`src/rtl/bcd_tick_counter.sv`:
```
// bcd_tick_counter: two-digit BCD counter (tens/ones) advanced by rising
// edges of an upstream divider level (tick_in), modulo MODULUS, up or down.
// A one-cycle carry pulse marks every wrap so stages can be cascaded.
// Optional feature macro: BCD_CNT_LOAD_EN adds the load/load_val ports.
module bcd_tick_counter #(
  parameter int MODULUS = 60
) (
  input  logic       clk_in,
  input  logic       reset_n,
  input  logic       tick_in,
  input  logic       en,
  input  logic       up,
  input  logic       clr,
`ifdef BCD_CNT_LOAD_EN
  input  logic       load,
  input  logic [7:0] load_val,
`endif
  output logic [3:0] tens,
  output logic [3:0] ones,
  output logic       carry
);

  // Highest legal value MODULUS-1, split into BCD digits.
  localparam logic [3:0] TENS_MAX = 4'((MODULUS - 1) / 10);
  localparam logic [3:0] ONES_MAX = 4'((MODULUS - 1) % 10);

  logic       tick_d;
  logic       step;
  logic       at_max;
  logic       at_zero;
  logic       do_load;
  logic [3:0] ld_tens;
  logic [3:0] ld_ones;
  logic [3:0] nxt_tens;
  logic [3:0] nxt_ones;
  logic       nxt_carry;

  // tick_d resets high so a level already high at reset release is not an edge.
  assign step    = en & tick_in & ~tick_d;
  assign at_max  = (tens == TENS_MAX) && (ones == ONES_MAX);
  assign at_zero = (tens == 4'd0) && (ones == 4'd0);

`ifdef BCD_CNT_LOAD_EN
  logic [6:0] ld_bin;
  assign ld_tens = load_val[7:4];
  assign ld_ones = load_val[3:0];
  assign ld_bin  = 7'(ld_tens) * 7'd10 + 7'(ld_ones);
  // Only BCD-clean values inside the count range are accepted.
  assign do_load = load && (ld_tens <= 4'd9) && (ld_ones <= 4'd9) &&
                   (ld_bin < 7'(MODULUS));
`else
  assign ld_tens = 4'd0;
  assign ld_ones = 4'd0;
  assign do_load = 1'b0;
`endif

  // Next count: clr > load > step > hold; carry only on a wrapping step.
  always_comb begin
    nxt_tens  = tens;
    nxt_ones  = ones;
    nxt_carry = 1'b0;
    if (clr) begin
      nxt_tens = 4'd0;
      nxt_ones = 4'd0;
    end else if (do_load) begin
      nxt_tens = ld_tens;
      nxt_ones = ld_ones;
    end else if (step) begin
      if (up) begin
        if (at_max) begin
          nxt_tens  = 4'd0;
          nxt_ones  = 4'd0;
          nxt_carry = 1'b1;
        end else if (ones == 4'd9) begin
          nxt_ones = 4'd0;
          nxt_tens = tens + 4'd1;
        end else begin
          nxt_ones = ones + 4'd1;
        end
      end else begin
        if (at_zero) begin
          nxt_tens  = TENS_MAX;
          nxt_ones  = ONES_MAX;
          nxt_carry = 1'b1;
        end else if (ones == 4'd0) begin
          nxt_ones = 4'd9;
          nxt_tens = tens - 4'd1;
        end else begin
          nxt_ones = ones - 4'd1;
        end
      end
    end
  end

  // Edge history tracks tick_in every cycle, independent of en/clr/load.
  always_ff @(posedge clk_in or negedge reset_n) begin
    if (!reset_n) tick_d <= 1'b1;
    else          tick_d <= tick_in;
  end

  // Count and carry registers.
  always_ff @(posedge clk_in or negedge reset_n) begin
    if (!reset_n) begin
      tens  <= 4'd0;
      ones  <= 4'd0;
      carry <= 1'b0;
    end else begin
      tens  <= nxt_tens;
      ones  <= nxt_ones;
      carry <= nxt_carry;
    end
  end

endmodule
```
`config.mk`:
```
export PLATFORM = sky130hd
export DESIGN_NAME = bcd_tick_counter
export DESIGN_NICKNAME = d
export VERILOG_FILES = /design/src/rtl/bcd_tick_counter.sv
export SDC_FILE = /design/constraint.sdc
export NUM_CORES = 1
export LEC_CHECK = 0
export CORE_UTILIZATION = 49
export CTS_BUF_LIST = sky130_fd_sc_hd__clkbuf_16
export CTS_CLUSTER_DIAMETER = 80
export CTS_CLUSTER_SIZE = 8
export DETAILED_ROUTE_END_ITERATION = 16
export PLACE_DENSITY = 0.8
export SLEW_MARGIN = 30
export SYNTH_ARGS = -nofsm -noshare
export SYNTH_HDL_FRONTEND = slang
export SYNTH_SLANG_ARGS = --single-unit
```
`constraint.sdc`:
```
create_clock -name clk_in -period 2.4 [get_ports clk_in]
set_input_delay 0.6 -clock clk_in [delete_from_list [all_inputs] [get_ports clk_in]]
set_output_delay 0.6 -clock clk_in [all_outputs]
set_load 0.02 [all_outputs]
```
## After elaboration in Yosys (flattened, before gate mapping)

Cells that the tools add are included.

- Flip-flop bits (word level): 10
- Latch bits: 0
- Memories: 0
- Output and inout port bits: 9
- Memory bits (read-only): 0
- Word-level logic and storage cells: 40
- RAM bits: 0

- Multiply operators: 0
- Bitwise logic cells: 3
- Eq/ne operators: 3
- Shift operators: 0
- Div/mod/pow operators: 0
- Reduce and logical (&&, ||, !) cells: 7
- Add/subtract/negate cells: 4
- Muxes and demuxes: 19
- Magnitude comparators: 0

Operator list:

| cell | number |
|---|---|
| $mux 4 | 14 |
| $add 4x1->4 const B | 2 |
| $logic_not 4->1 | 2 |
| $sub 4x1->4 const B | 2 |
| $mux 1 | 5 |
| $eq 4x3->1 const B | 1 |
| $eq 4x4->1 const B | 1 |
| $ne 4x1->1 const B | 1 |
| $reduce_bool 4->1 | 1 |
| $reduce_and 3->1 | 1 |
| $and 1x1->1 | 2 |
| $logic_and 1x1->1 | 2 |
| $reduce_bool 2->1 | 1 |
| $not 1->1 | 1 |

## Depth between registers and ports, before layout

Gate-level depths: netlist of the first run.

- Depth after elaboration: 6
- Depth in mapped cells: 6
- Mapped depth without buffers: 6

## Worst setup path after synthesis of the first run

No wires, ideal clock.

- Kind: reg-to-reg
- Start point: reg ones[1]
- End point: reg ones[3]
- Required time: 2320 ps
- Setup slack: 516 ps
- Stages on the path, launching flop included: 7
- Data arrival time: 1804 ps
- Cell sequence: dfrtp_1 -> inv_1 -> ha_1 -> and3b_4 -> or3_4 -> o32a_1 -> o22ai_2

- Cells in the longest elaborated chain, start to end: 6
- Elaborated cells on any way between the ends: 13
- Those cells by class: add/sub (2); eq/ne (1); mux (7); reduce/logical (3)

RTL lines:

| what | RTL line | RTL |
|---|---|---|
| start: declaration | 19 | `output logic [3:0] ones,` |
| start signal: assignment | 109 | `ones <= nxt_ones;` |
| $sub 4x1->4 (tied with other cells) | 89 | `nxt_ones = ones - 4'd1;` |
| $mux 4 (tied with other cells) | 85 | `end else if (ones == 4'd0) begin` |
| $mux 4, on equally long branches | 81, 70 |  |
| $mux 4 * | 69 | `if (up) begin` |
| $mux 4 * | 68 | `end else if (step) begin` |
| $mux 4 * | 62 | `if (clr) begin` |

Every way passes the cells marked *; elsewhere a longest branch is shown, timed or not. The select of a mux whose other input is x is not followed.
A chain may end at the register's enable or synchronous reset.

## Worst setup path after layout of the first run

- Start point: reg ones[1]
- End point: reg tens[1]

- Cells in the longest elaborated chain, start to end: 6
- Elaborated cells on any way between the ends: 12
- Those cells by class: eq/ne (2); mux (5); reduce/logical (5)

RTL lines:

| what | RTL line | RTL |
|---|---|---|
| $eq 4x4->1 / $logic_not 4->1 (equally long branches) | n/a |  |
| $logic_and 1x1->1, on equally long branches | 40, 41 |  |
| $mux 4, on equally long branches | 70, 81 |  |
| $mux 4 | 69 |  |
| $mux 4 | 68 |  |
| $mux 4 | 62 |  |
| end signal: assignment | 108 | `tens <= nxt_tens;` |
| end: declaration | 18 | `output logic [3:0] tens,` |

Several ways; a longest one is shown, not always the timed one. The select of a mux whose other input is x is not followed.

==> impl_metrics.py, run 1 <==
metrics = {
    "run_status": {
        "outcome": "finished, final reports clean",
    },
    "yosys": {
        "async_flop_share": 1.00,
        "muxShareOfSynthArea": 0.0263,
        "synth_fp_nets": 93,
        "yosysSeqAreaShare": 0.330,
        "yosys_warnings": 0,
        "synth_cells": 80,
        "postSynthAreaPerCell_um2": 9.52,
        "synth-edff-count": 0,
        "synth_ff_type": "dfrtp_1",
        "synth_xor_area_frac": 0,
        "syn-cell-area_um2": 762,
        "synthDistinctLibCells": 37,
        "synthAdderAreaFrac": 0.115,
        "yosys.area_share.simple": 0.217,
        "synth_top_family_by_area": "compound AO/OA/AOI/OAI gates",
        "ys_ff_latch": 10,
        "synth_compound_area_frac": 0.264,
    },
    "cells_and_area": {
        "antenna_cells": 0,
        "syn_to_final_growth_pct": 32.8,
        "drive_above_1_share": 0.141,
        "nNetsFinal": 113,
    },
    "placement": {
        "gp_congestion": 0.891,
        "io_buffer_count": 14,
        "dp_hpwl_um": 1380,
        "dpl_worst_slack_ns": 0.175,
    },
    "setup_path": {
        "cp_data_arrival_time_ns": 2.24,
        "crit_path_cell_trace": "inv_1 -> ha_1 -> nor3b_2 -> nor3_1 -> or4_4 -> o2bb2ai_1",
        "crit_path_max_incr_delay_ns": 0.54,
        "crit_slowest_cell": "or4_4",
        "crit_family": "simple AND/OR/NAND/NOR gates",
        "start_kind": "flip-flop",
        "cp_max_fo": 7,
        "path_buf_inv": 1,
        "crit_required_ns": 2.56,
        "critPathKind": "flip-flop to flip-flop",
        "cp-end-kind": "flip-flop",
    },
    "clock_tree": {
        "cts_setup_buffers": 0,
        "ctsHoldBuffers": 0,
        "clk_latency_ns": 0.24,
        "root_buffer": "clkbuf_16",
        "cts_tree": "built",
        "cts.sinks": 10,
        "cts_max_level": 1,
        "post_cts_resized": 0,
        "clockBufferDepth": 2,
        "cts.reportedPaths.clkPinSlew_ns": 0.05,
        "cts-buffers-inserted": 3,
    },
    "route": {
        "wire_per_inst_um": 17.2,
        "vias": 766,
        "drc": 0,
        "vias_per_cell": 6.72,
        "firstDrtPassIters": 4,
        "drt_iter0_markers": 39,
        "route.antenna.remaining_nets": 0,
        "routed_wl_um": 1960,
    },
    "run": {
        "max_cap_viol_count": 0,
    },
    "timing": {
        "skew_ns": 0.00523,
        "drv_slew": 0,
        "fin_tns_setup_ns": 0,
        "worst_slack_ns": 0.324,
        "min_period_ns": 2.08,
        "rsz0062_at_grt": "no",
        "min_period_over_period": 0.865,
        "timing.slew.headroom": 0.673,
        "worst_pin_slew_ns": 0.490,
        "hold_violations": 0,
        "fmax_mhz": 482,
        "setup_violations": 0,
    },
    "floorplan": {
        "pin_count": 15,
        "die_w_um": 41.4,
        "coreArea_mm2": 0.00137,
        "die_area_mm2": 0.00172,
        "initial_core_util": 0.558,
        "rows": 13,
        "die_height_um": 41.4,
    },
    "power": {
        "vdd_drop_max_uv": 575,
        "leakage_nw": 0.429,
        "power.density_mw_per_mm2": 823,
    },
    "global_route": {
        "track_usage": 0.239,
        "overflow": 0,
        "grt_pass1_vias": 664,
        "antenna_found_initial": 0,
        "grt_max_degree": 11,
        "grt_pass1_wl_um": 3180,
    },
    "min_path": {
        "hp-class": "flip-flop to flip-flop",
    },
}
synth_stat cells, types with 2 or more instances:
library cell	number	area, um2
ha_1	7	87.6
o41ai_1	2	17.5
a311oi_1	2	17.5
a31oi_1	4	25.0
and3b_1	2	17.5
nand3_1	2	10.0
o21bai_1	2	15.0
nor2_1	8	30.0
mux2i_1	2	20.0
a211oi_1	2	15.0
dfrtp_1	9	225
buf_2	2	10.0
a22o_1	2	17.5
inv_1	7	26.3
a21oi_1	4	20.0
o2bb2ai_1	2	17.5
final timing paths:
| kind | from | end | slack (ns) | cells after the start |
|---|---|---|---|---|
| max | ones[1] | tens[1] | 0.32 | 6 |
| min | tens[0] | tens[0] | 0.60 | 1 |
| max reg2reg | ones[1] | tens[1] | 0.32 | 6 |
| min reg2reg | tens[0] | tens[0] | 0.60 | 1 |
| max in group asynchronous | reset_n | tick_d | 1.35 | 1 |
| min in group asynchronous | reset_n | tens[3] | 0.69 | 1 |
kinds of logic (layout without fill, tap and decap cells):
group | count (synthesis) | in the layout
compound gates | 27 | 27
fa+ha+maj | 7 | 7
buf+inv | 9 | 28
flops | 10 | 10
mux | 2 | 2
simple gates | 25 | 25
cells in the final DEF, fill, tap and decap left out, types with 2 or more instances in the layout:
master,Yosys,final
a211oi_1,2,2
a21oi_1,4,4
a22o_1,2,2
a311oi_1,2,2
a31oi_1,4,4
and3b_1,2,2
buf_4,0,3
clkbuf_16,0,3
clkdlybuf4s50_1,0,14
dfrtp_1,9,9
ha_1,7,7
inv_1,7,8
mux2i_1,2,2
nand3_1,2,2
nor2_1,8,8
o21bai_1,2,2
o2bb2ai_1,2,2
o41ai_1,2,2
worst reg2reg max path: stages, from the launching register on:
cell and delay, ns:
dfrtp_1 0.45, inv_1 0.14, ha_1 0.22, nor3b_2 0.33
nor3_1 0.16, or4_4 0.54, o2bb2ai_1 0.17
registers in the layout, summed over array words and instances, names as in the netlist:
signal  count
carry       1
ones        4
tens        4
tick_d      1
stage by stage:
stage,std cells,cell area (um2),power (mW),util,hold slack (ns)
3_5_place_dp,110,933,0.520,0.683,0.580
3_3_place_gp,110,933,0.519,0.683,0.572
2_1_floorplan,80,762,0.414,-,0.304
4_1_cts,114,1010,0.824,0.741,0.593
6_report,114,1010,0.833,0.741,0.600
5_1_grt,114,1010,0.867,0.741,0.628
report_power, final:
part           switching (mW)  leakage (nW)  total (mW)  internal, mW
logic                   0.148         0.257       0.282         0.134
clock network          0.0866        0.0423       0.306         0.219
registers              0.0488         0.129       0.246         0.197
total                   0.283         0.429       0.833         0.550
metal layers:
| metal | global-route usage | vias up | part of all wire |
|---|---|---|---|
| li1 | - | 350 | - |
| met1 | 0.359 | 352 | 0.46 |
| met2 | 0.316 | 52 | 0.41 |
| met3 | 0.0783 | 12 | 0.10 |
| met4 | 0.0839 | 0 | 0.034 |
| met5 | 0 | - | 0 |
final cells by class:
| cell class | instances | area, um2 |
|---|---|---|
| clock inverters | 1 | 3.75 |
| flip-flops and latches | 10 | 251 |
| well taps | 15 | 18.8 |
| fillers | 95 | 354 |
| multi-input cells | 61 | 474 |
| clock buffers | 3 | 75.1 |
| repair buffers | 17 | 163 |
| inverters | 7 | 26.3 |
Power figures use the tool's default switching activity.
==> inputs of run 2 (changes only) <==
--- a/config.mk
+++ b/config.mk
@@ -5,9 +5,9 @@
 export SDC_FILE = /design/constraint.sdc
 export NUM_CORES = 1
 export LEC_CHECK = 0
+export CORE_ASPECT_RATIO = 0.9
 export CORE_UTILIZATION = 49
 export CTS_BUF_LIST = sky130_fd_sc_hd__clkbuf_16
-export CTS_CLUSTER_DIAMETER = 80
 export CTS_CLUSTER_SIZE = 8
 export DETAILED_ROUTE_END_ITERATION = 16
 export PLACE_DENSITY = 0.8
==> impl_metrics.py, run 2 (same netlist as run 1, synthesis figures left out) <==
metrics = {
    "run_status": {
        "outcome": "finished with violations",
        "violations": "DRC",
    },
    "global_route": {
        "grt_pass1_vias": 661,
        "grt_pass1_wl_um": 3220,
        "grt_max_degree": 11,
        "track_usage": 0.282,
        "overflow": 0,
        "antenna_found_initial": 0,
    },
    "power": {
        "p_comb_frac": 0.344,
        "swShare": 0.344,
        "power.internal_mw": 0.551,
        "switchingPower_mw": 0.289,
        "pwr-share-seq": 0.295,
        "leakage_nw": 0.425,
        "power.density_mw_per_mm2": 829,
        "clkPwrFrac": 0.361,
        "vdd_drop_max_uv": 665,
    },
    "timing": {
        "min_period_ns": 2.11,
        "rsz0062_at_grt": "no",
        "hold_violations": 0,
        "worst_pin_slew_ns": 0.475,
        "skew_ns": 0.000395,
        "fmax_mhz": 474,
        "timing.slew.headroom": 0.682,
        "min_period_over_period": 0.879,
        "fin_tns_setup_ns": 0,
        "drv_slew": 0,
        "setup_violations": 0,
    },
    "placement": {
        "dp_hpwl_um": 1360,
        "gp_congestion": 0.818,
        "io_buffer_count": 14,
        "dp.cells": 110,
    },
    "cells_and_area": {
        "register_area_um2": 251,
        "nFillCells": 95,
        "drive_above_1_share": 0.141,
        "final_cell_mix": "clkdlybuf4s50_1, dfrtp_1, nor2_1",
        "syn_to_final_growth_pct": 32.8,
        "mostFrequentLayoutCell": "clkdlybuf4s50_1",
        "antenna_cells": 0,
        "largestRegisters": "ones: 4 flops, tens: 4 flops",
        "multi_input_area_um2": 474,
        "final_cells": 114,
        "nNetsFinal": 113,
    },
    "clock_tree": {
        "cts.reportedPaths.clkPinSlew_ns": 0.04,
        "cts.sinks": 10,
        "cts_max_level": 1,
        "cts_tree": "built",
        "ctsHoldBuffers": 0,
        "cts-buffers-inserted": 3,
        "cts_setup_buffers": 0,
        "clockBufferDepth": 2,
        "clk_latency_ns": 0.24,
        "post_cts_resized": 0,
        "root_buffer": "clkbuf_16",
    },
    "setup_path": {
        "worst-r2r-cell-count": 6,
        "crit_required_ns": 2.56,
        "critical_path_depth": 6,
        "crit_family": "simple AND/OR/NAND/NOR gates",
        "crit_slowest_cell": "or4_4",
        "path_buf_inv": 1,
        "cp-end-kind": "flip-flop",
        "cp_max_fo": 7,
        "start_kind": "flip-flop",
        "critPathKind": "flip-flop to flip-flop",
        "crit_path_cell_trace": "inv_1 -> ha_1 -> nor3b_2 -> nor3_1 -> or4_4 -> o2bb2ai_1",
        "crit_path_max_incr_delay_ns": 0.53,
        "cp_data_arrival_time_ns": 2.27,
    },
    "route": {
        "drt-met1-wl_um": 857,
        "drt_iter0_markers": 67,
        "vias_per_cell": 6.86,
        "wire_per_inst_um": 18.3,
        "highest_layer": "met4",
        "firstDrtPassIters": 10,
        "met2_length_um": 943,
        "drc": 2,
        "met3_length_um": 204,
        "routed_wl_um": 2090,
        "route.antenna.remaining_nets": 0,
        "vias": 782,
    },
    "floorplan": {
        "die_height_um": 39.4,
        "initial_core_util": 0.526,
        "rows": 13,
        "die_w_um": 43.6,
        "pin_count": 15,
        "coreArea_mm2": 0.00145,
        "die_area_mm2": 0.00172,
    },
    "min_path": {
        "hp-class": "flip-flop to flip-flop",
        "whs_path_depth": 1,
    },
    "run": {
        "max_cap_viol_count": 0,
    },
}
run 2: worst paths after layout:
kind                       slack, ns       to     from
max                             0.29  tens[3]  ones[1]
min                             0.61  tens[0]  tens[0]
max reg2reg                     0.29  tens[3]  ones[1]
min reg2reg                     0.61  tens[0]  tens[0]
max in group asynchronous       1.37   tick_d  reset_n
min in group asynchronous       0.69  tens[2]  reset_n
run 2: power groups by stage:
stage                     clock (mW)  combinational [mW]  sequential [mW]
after floorplan                    0               0.143            0.270
after global placement             0               0.272            0.246
after detailed placement           0               0.277            0.247
after CTS                      0.305               0.284            0.247
after global routing           0.310               0.313            0.253
final                          0.303               0.289            0.248
run 2: metal layers:
layer / vias up / global-route usage
met1: 367 / 0.353
met4: 0 / 0.164
met3: 13 / 0.106
met5: - / 0
li1: 347 / -
met2: 55 / 0.414
run 2: layout make-up:
cell class,instances,area share
Multi-Input combinational cell,61,0.468
Sequential cell,10,0.248
Timing Repair Buffer,17,0.161
Clock buffer,3,0.0742
Inverter,7,0.0260
Tap cell,15,0.0185
Clock inverter,1,0.00371
run 2: metrics by stage:
step | hold WS, ns | area (um2) | setup WS, ns | util | total power, mW
3_3_place_gp | 0.581 | 933 | 0.204 | 0.645 | 0.517
4_1_cts | 0.600 | 1010 | 0.350 | 0.699 | 0.836
3_5_place_dp | 0.592 | 933 | 0.0957 | 0.645 | 0.524
2_1_floorplan | 0.304 | 762 | 0.516 | - | 0.414
6_report | 0.606 | 1010 | 0.291 | 0.699 | 0.839
5_1_grt | 0.640 | 1010 | 0.203 | 0.699 | 0.877
==> inputs of run 3 (changes only) <==
--- a/config.mk
+++ b/config.mk
@@ -8,9 +8,11 @@
 export CORE_ASPECT_RATIO = 0.9
 export CORE_UTILIZATION = 49
 export CTS_BUF_LIST = sky130_fd_sc_hd__clkbuf_16
+export CTS_CLUSTER_DIAMETER = 150
 export CTS_CLUSTER_SIZE = 8
 export DETAILED_ROUTE_END_ITERATION = 16
 export PLACE_DENSITY = 0.8
+export SKIP_LAST_GASP = 1
 export SLEW_MARGIN = 30
 export SYNTH_ARGS = -nofsm -noshare
 export SYNTH_HDL_FRONTEND = slang
==> results of run 3 <==
Final layout, timing and power as in run 2 (identical DEF).
